$ cat src/rtl/uart_pkg.sv
// Shared definitions for the memory-mapped UART transmitter: FSM states,
// register offsets and STATUS bit layout.
package uart_pkg;

   typedef enum logic [1:0] {
      S_IDLE  = 2'd0,
      S_START = 2'd1,
      S_DATA  = 2'd2,
      S_STOP  = 2'd3
   } tx_state_t;

   localparam logic [31:0] TXDATA_OFS = 32'd0;
   localparam logic [31:0] STATUS_OFS = 32'd4;

   localparam int STAT_BUSY    = 0;
   localparam int STAT_FULL    = 1;
   localparam int STAT_EMPTY   = 2;
   localparam int STAT_OVF     = 3;
   localparam int STAT_CNT_LSB = 4;
   localparam int STAT_CNT_MSB = 10;

endpackage

$ cat src/rtl/sync_fifo.sv
// Single-clock FIFO, registered storage with combinational dout (show-ahead).
// A push while full is taken only when a pop frees the slot on the same edge.
module sync_fifo #(
   parameter int WIDTH = 8,
   parameter int DEPTH = 8
) (
   input  logic                     clk,
   input  logic                     reset,
   input  logic                     push,
   input  logic                     pop,
   input  logic [WIDTH-1:0]         din,
   output logic [WIDTH-1:0]         dout,
   output logic                     full,
   output logic                     empty,
   output logic [$clog2(DEPTH):0]   count
);

   localparam int AW = $clog2(DEPTH);
   localparam logic [AW:0] FULL_CNT = (AW+1)'(DEPTH);

   logic [WIDTH-1:0] mem [DEPTH];
   logic [AW-1:0]    wptr;
   logic [AW-1:0]    rptr;
   logic             do_push;
   logic             do_pop;

   assign full    = (count == FULL_CNT);
   assign empty   = (count == '0);
   assign do_pop  = pop & ~empty;
   assign do_push = push & (~full | do_pop);
   assign dout    = mem[rptr];

   always_ff @(posedge clk) begin
      if (do_push) mem[wptr] <= din;
   end

   // Pointers wrap naturally since DEPTH is a power of two.
   always_ff @(posedge clk) begin
      if (reset) begin
         wptr  <= '0;
         rptr  <= '0;
         count <= '0;
      end else begin
         if (do_push) wptr <= wptr + 1'b1;
         if (do_pop)  rptr <= rptr + 1'b1;
         case ({do_push, do_pop})
            2'b10:   count <= count + 1'b1;
            2'b01:   count <= count - 1'b1;
            default: count <= count;
         endcase
      end
   end

endmodule

$ cat src/rtl/mmio_uart_tx.sv
// Memory-mapped 8N1 UART transmitter: TXDATA pushes a byte, STATUS reports state.
// tx falls one edge after a write into an idle, empty block; writes to a full FIFO are dropped and flagged.
module mmio_uart_tx
   import uart_pkg::*;
#(
   parameter logic [31:0] BASE_ADDR    = 32'h0000_0100,
   parameter int          CLKS_PER_BIT = 868,
   parameter int          FIFO_DEPTH   = 8
) (
   input  logic        clk,
   input  logic        reset,
   input  logic        MemWrite,
   input  logic [31:0] ALUResult,
   input  logic [31:0] WriteData,
   output logic [31:0] ReadData,
   output logic        rd_hit,
   output logic        tx
);

   localparam int          CW       = $clog2(FIFO_DEPTH) + 1;
   localparam logic [31:0] TX_ADDR  = BASE_ADDR + TXDATA_OFS;
   localparam logic [31:0] ST_ADDR  = BASE_ADDR + STATUS_OFS;
   localparam logic [15:0] RELOAD   = 16'(CLKS_PER_BIT - 1);

   tx_state_t   state;
   logic [15:0] bit_cnt;
   logic [2:0]  bit_idx;
   logic [7:0]  shreg;
   logic        overflow;

   logic        tx_hit;
   logic        st_hit;
   logic        wr_tx;
   logic        wr_st;
   logic        bit_end;
   logic        fifo_pop;
   logic        fifo_full;
   logic        fifo_empty;
   logic [7:0]  fifo_dout;
   logic [CW-1:0] fifo_count;
   logic [31:0] status;
   logic        unused_bits;

   assign tx_hit   = (ALUResult[31:2] == TX_ADDR[31:2]);
   assign st_hit   = (ALUResult[31:2] == ST_ADDR[31:2]);
   assign wr_tx    = MemWrite & tx_hit & ~reset;
   assign wr_st    = MemWrite & st_hit & ~reset;
   assign bit_end  = (bit_cnt == 16'd0);
   assign fifo_pop = ~fifo_empty & ((state == S_IDLE) | ((state == S_STOP) & bit_end));
   assign unused_bits = ^{ALUResult[1:0], WriteData[31:8]};

   sync_fifo #(
      .WIDTH (8),
      .DEPTH (FIFO_DEPTH)
   ) u_fifo (
      .clk   (clk),
      .reset (reset),
      .push  (wr_tx),
      .pop   (fifo_pop),
      .din   (WriteData[7:0]),
      .dout  (fifo_dout),
      .full  (fifo_full),
      .empty (fifo_empty),
      .count (fifo_count)
   );

   always_ff @(posedge clk) begin
      if (reset) begin
         state    <= S_IDLE;
         tx       <= 1'b1;
         bit_cnt  <= 16'd0;
         bit_idx  <= 3'd0;
         shreg    <= 8'd0;
         overflow <= 1'b0;
      end else begin
         // A full-FIFO write is lost only if no pop frees a slot this edge.
         if (wr_tx & fifo_full & ~fifo_pop)
            overflow <= 1'b1;
         else if (wr_st & WriteData[STAT_OVF])
            overflow <= 1'b0;

         case (state)
            S_IDLE: begin
               if (fifo_pop) begin
                  shreg   <= fifo_dout;
                  tx      <= 1'b0;
                  bit_cnt <= RELOAD;
                  state   <= S_START;
               end
            end
            S_START: begin
               if (bit_end) begin
                  tx      <= shreg[0];
                  bit_idx <= 3'd0;
                  bit_cnt <= RELOAD;
                  state   <= S_DATA;
               end else begin
                  bit_cnt <= bit_cnt - 16'd1;
               end
            end
            S_DATA: begin
               if (bit_end) begin
                  bit_cnt <= RELOAD;
                  if (bit_idx == 3'd7) begin
                     tx    <= 1'b1;
                     state <= S_STOP;
                  end else begin
                     bit_idx <= bit_idx + 3'd1;
                     tx      <= shreg[bit_idx + 3'd1];
                  end
               end else begin
                  bit_cnt <= bit_cnt - 16'd1;
               end
            end
            S_STOP: begin
               if (bit_end) begin
                  // Chain straight into the next start bit when more data waits.
                  if (fifo_pop) begin
                     shreg   <= fifo_dout;
                     tx      <= 1'b0;
                     bit_cnt <= RELOAD;
                     state   <= S_START;
                  end else begin
                     state <= S_IDLE;
                  end
               end else begin
                  bit_cnt <= bit_cnt - 16'd1;
               end
            end
            default: begin
               tx    <= 1'b1;
               state <= S_IDLE;
            end
         endcase
      end
   end

   always_comb begin
      status = 32'd0;
      status[STAT_BUSY]  = (state != S_IDLE);
      status[STAT_FULL]  = fifo_full;
      status[STAT_EMPTY] = fifo_empty;
      status[STAT_OVF]   = overflow;
      status[STAT_CNT_MSB:STAT_CNT_LSB] = 7'(fifo_count);
   end

   assign rd_hit   = tx_hit | st_hit;
   assign ReadData = rd_hit ? status : 32'd0;

endmodule

$ cat config.mk
export PLATFORM = sky130hd
export DESIGN_NAME = mmio_uart_tx
export DESIGN_NICKNAME = d
export VERILOG_FILES = /design/src/rtl/uart_pkg.sv /design/src/rtl/sync_fifo.sv /design/src/rtl/mmio_uart_tx.sv
export SDC_FILE = /design/constraint.sdc
export NUM_CORES = 1
export LEC_CHECK = 0
export BUFFER_PORTS_ARGS = -buffer_cell sky130_fd_sc_hd__buf_2
export CAP_MARGIN = 5
export CORE_MARGIN = 2
export CORE_UTILIZATION = 35
export CTS_CLUSTER_SIZE = 14
export DETAILED_ROUTE_END_ITERATION = 10
export PLACE_DENSITY = 0.67
export SYNTH_ARGS = -nofsm -noshare
export SYNTH_HDL_FRONTEND = slang
export SYNTH_SLANG_ARGS = --single-unit
$ cat constraint.sdc
create_clock -name clk -period 4.05 [get_ports clk]
set_input_delay 0.6075 -clock clk [delete_from_list [all_inputs] [get_ports clk]]
set_output_delay 0.6075 -clock clk [all_outputs]
set_load 0.005 [all_outputs]
==> impl_metrics.tcl <==
set metrics [dict create \
    cts_root_buf "clkbuf_16" \
    grt_max_degree 33 \
    placed_area_sq_um 5557 \
    clkTransAtPathRegs_ns 0.07 \
    grt_pass1_wl_um 16990 \
    clock_path_buffers 2 \
    crit_required_ns 4.28 \
    cpMaxStageDelayCell "or4_4" \
    htreeDepth 3 \
    antenna_found_initial 0 \
    area_growth_pct 13.25 \
    drt-total-wl_um 10300 \
    ys.flop_type "edfxtp_1" \
    num-nets-final 573 \
    p_sw_mw 1.281 \
    avgViaCountPerCell 5.257 \
    hpwlAfterDp_um 7302 \
    clk_latency_ns 0.35 \
    design_area_sq_um 5839 \
    yosys-top-cells-area "edfxtp_1 (37%), dfxtp_1 (17%), mux4_2 (7.9%), buf_4 (3.5%), nor2_1 (3.3%)" \
    holdWs_ns 0.4832 \
    cts_buffers 9 \
    critPathKind "flop to flop" \
    synth_cells 437 \
    synth_edf_count 64 \
    drv_cap 0 \
    critPathCaptureType "flop" \
    pin_count 101 \
    ys_seq_elements 108 \
    fin_skew_ns 0.007595 \
    drcViolationCount 0 \
    placed_cells 665 \
    grt_pass1_vias 3524 \
    hold_viol 0 \
    path_common_cell "a21oi_1" \
    fmax_ghz 0.3244 \
    yosysWarnings 0 \
    core_area_sq_um 14480 \
    ant_nets 0 \
    setup_tns_ns 0 \
    row_count 44 \
    crit_path_max_incr_delay_ns 0.58 \
    grt_overflow 0 \
    ctsResizeCount 0 \
    synth.largest_area_cell "edfxtp_1" \
    p_total_mw 3.516 \
    async_reset_ff_share_pct 0 \
    power.density_nw_per_um2 602.1 \
    synth_top_cell_area_share_pct 37.27 \
    yosysSeqAreaShare_pct 54.36 \
    tightestPinTransition_ns 1.089 \
    yosysUniqueCellTypes 61 \
    pwr-share-clk_pct 23.7 \
    track_usage_pct 13.31 \
    fin_crit_ns 3.083 \
    clock-sinks 108 \
    avgSynthCellArea_sq_um 11.80 \
    post_cts_buffers 0 \
    ir_drop_v 0.0002940 \
    drt_first_iter_violations 222 \
    port_buffers 50 \
    insertedDiodeCount 0 \
    wl_per_cell_um 15.12 \
    fp.dieArea_sq_um 15720 \
    dr_total_vias 3580 \
    pwr-share-seq_pct 40.7 \
    final_cells 681 \
    worst_ep_arrival_time_ns 3.31 \
    pwr-share-comb_pct 35.6 \
    worstPathBufferInverterCount 2 \
    holdBufCountCts 0 \
    worstPathMaxFanout 9 \
    drive_gt1_share_pct 21.33 \
    finalCritPeriodShare_pct 76.12 \
    crit_family "simple AND/OR/NAND/NOR gates" \
    switching_share_pct 36.45 \
    routabilityCongestion 0.8078 \
    rsz0062_at_grt "false" \
    holdCritPathClass "flop to flop" \
    max_slew_margin_pct 27.29 \
    fillers 1366 \
    initial_core_util_pct 35.61 \
    crit_chain "or4_4 -> nor4b_4 -> buf_4 -> a21oi_1 -> or3_1 -> clkinv_1 -> ha_1 -> a21o_1 -> a21oi_1 -> nand3b_1 -> nand4_1" \
    p_int_mw 2.234 \
    slew_violations 0 \
    cp-start-kind "flop" \
    p_leak_nw 2.138 \
    die_h_um 125.4 \
    finalSetupViolCount 0 \
    status "finished clean" \
    first_pass_iters 4 \
    synth_area_sq_um 5156 \
    tritoncts "built" \
    die_width_um 125.4 \
]
## layout make-up
| cell class | count | area (sq um) | share of cell area [%] |
|---|---|---|---|
| timing repair buffer | 59 | 317.8 | 5.442 |
| multi-input combinational | 293 | 2127 | 36.43 |
| clock inverter | 6 | 53.80 | 0.9214 |
| tap | 184 | 230.2 | 3.943 |
| sequential | 108 | 2803 | 48.00 |
| clock buffer | 10 | 229.0 | 3.921 |
| inverter | 21 | 78.83 | 1.350 |
## power by group through the flow
stage          logic, mW  clock network, mW  registers [mW]
4_1_cts             1.25              0.852            1.44
3_5_place_dp        1.24                  0            1.46
3_3_place_gp        1.21                  0            1.45
2_1_floorplan       1.04                  0            1.37
5_1_grt             1.40              0.892            1.46
6_report            1.25              0.834            1.43
## cells in the final DEF, fill, tap and decap left out, types with 5 or more instances in the layout
cell / synthesis / layout
a211oi_1: 8 / 8
clkbuf_16: 0 / 9
o21ai_0: 21 / 21
edfxtp_1: 64 / 64
nand4_1: 5 / 5
dfxtp_1: 44 / 44
conb_1: 1 / 24
xor2_1: 5 / 5
nor4_1: 12 / 12
buf_4: 24 / 9
nand3_1: 8 / 8
inv_1: 19 / 19
mux4_2: 18 / 18
mux2i_1: 9 / 9
nor3_1: 23 / 23
buf_2: 1 / 50
nand2_1: 22 / 22
or3_1: 5 / 5
a21oi_1: 18 / 18
ha_1: 13 / 13
nor2_1: 45 / 45
## worst paths after layout
kind                             startpoint         endpoint  slack, ns  cells after the start
worst max-delay path            bit_cnt[10]  u_fifo.count[3]       0.97                     11
worst min-delay path                     tx               tx       0.48                      2
worst max register to register  bit_cnt[10]  u_fifo.count[3]       0.97                     11
worst min register to register           tx               tx       0.48                      2
## cells by family after synthesis
family,after synthesis,share of synthesized area [%]
xor gates and xnor gates,7,1.189
AOI/OAI and AO/OA,74,9.973
other,1,0.07273
DFF,108,54.36
adders and majority gates,14,3.543
buffers and inverters,59,6.066
and+or+nand+nor,147,15.19
muxes,27,9.609
## metal layers
metal	up-vias	share of wire [%]	track usage (%)
met2	95	51	23.24
li1	1707	-	-
met1	1766	43	16.52
met5	-	0	0
met4	0	1.1	3.922
met3	12	4.3	3.038
## cells in the mapped netlist, types with 3 or more instances
cell type	count
and2_1	4
nand3b_1	3
nor2_1	45
a21oi_1	18
clkbuf_1	10
buf_4	24
o221a_2	4
nor4_1	12
nand3_1	8
buf_1	3
o21ai_0	21
ha_1	13
a21o_1	3
or3_1	5
mux2i_1	9
dfxtp_1	44
mux4_2	18
inv_1	19
edfxtp_1	64
nand2_1	22
nand4_1	5
nand2b_1	3
nor3_1	23
a211oi_1	8
xor2_1	5
## registers in the layout, summed over array words and instances, names as in the netlist, 2 cells and up, named ones only
name,count
u_fifo.count,4
bit_cnt,16
u_fifo.rptr,3
bit_idx,3
shreg,8
state,2
u_fifo.mem,64
u_fifo.wptr,3
## metrics by stage
stage | worst slack (ns) | util (%)
finish | 0.9672 | 40.33
global route | 0.7743 | 40.33
CTS | 0.9524 | 40.33
detailed placement | 0.9201 | 38.38
global placement | 0.9536 | 38.38
floorplan | 0.8781 | -
## worst register-to-register path: stages (launching register included)
cell and delay, ns:
dfxtp_1 0.35, or4_4 0.58, nor4b_4 0.26, buf_4 0.19
a21oi_1 0.09, or3_1 0.42, clkinv_1 0.17, ha_1 0.25
a21o_1 0.17, a21oi_1 0.24, nand3b_1 0.15, nand4_1 0.08
No activity file was read; power rests on OpenSTA's default activity.
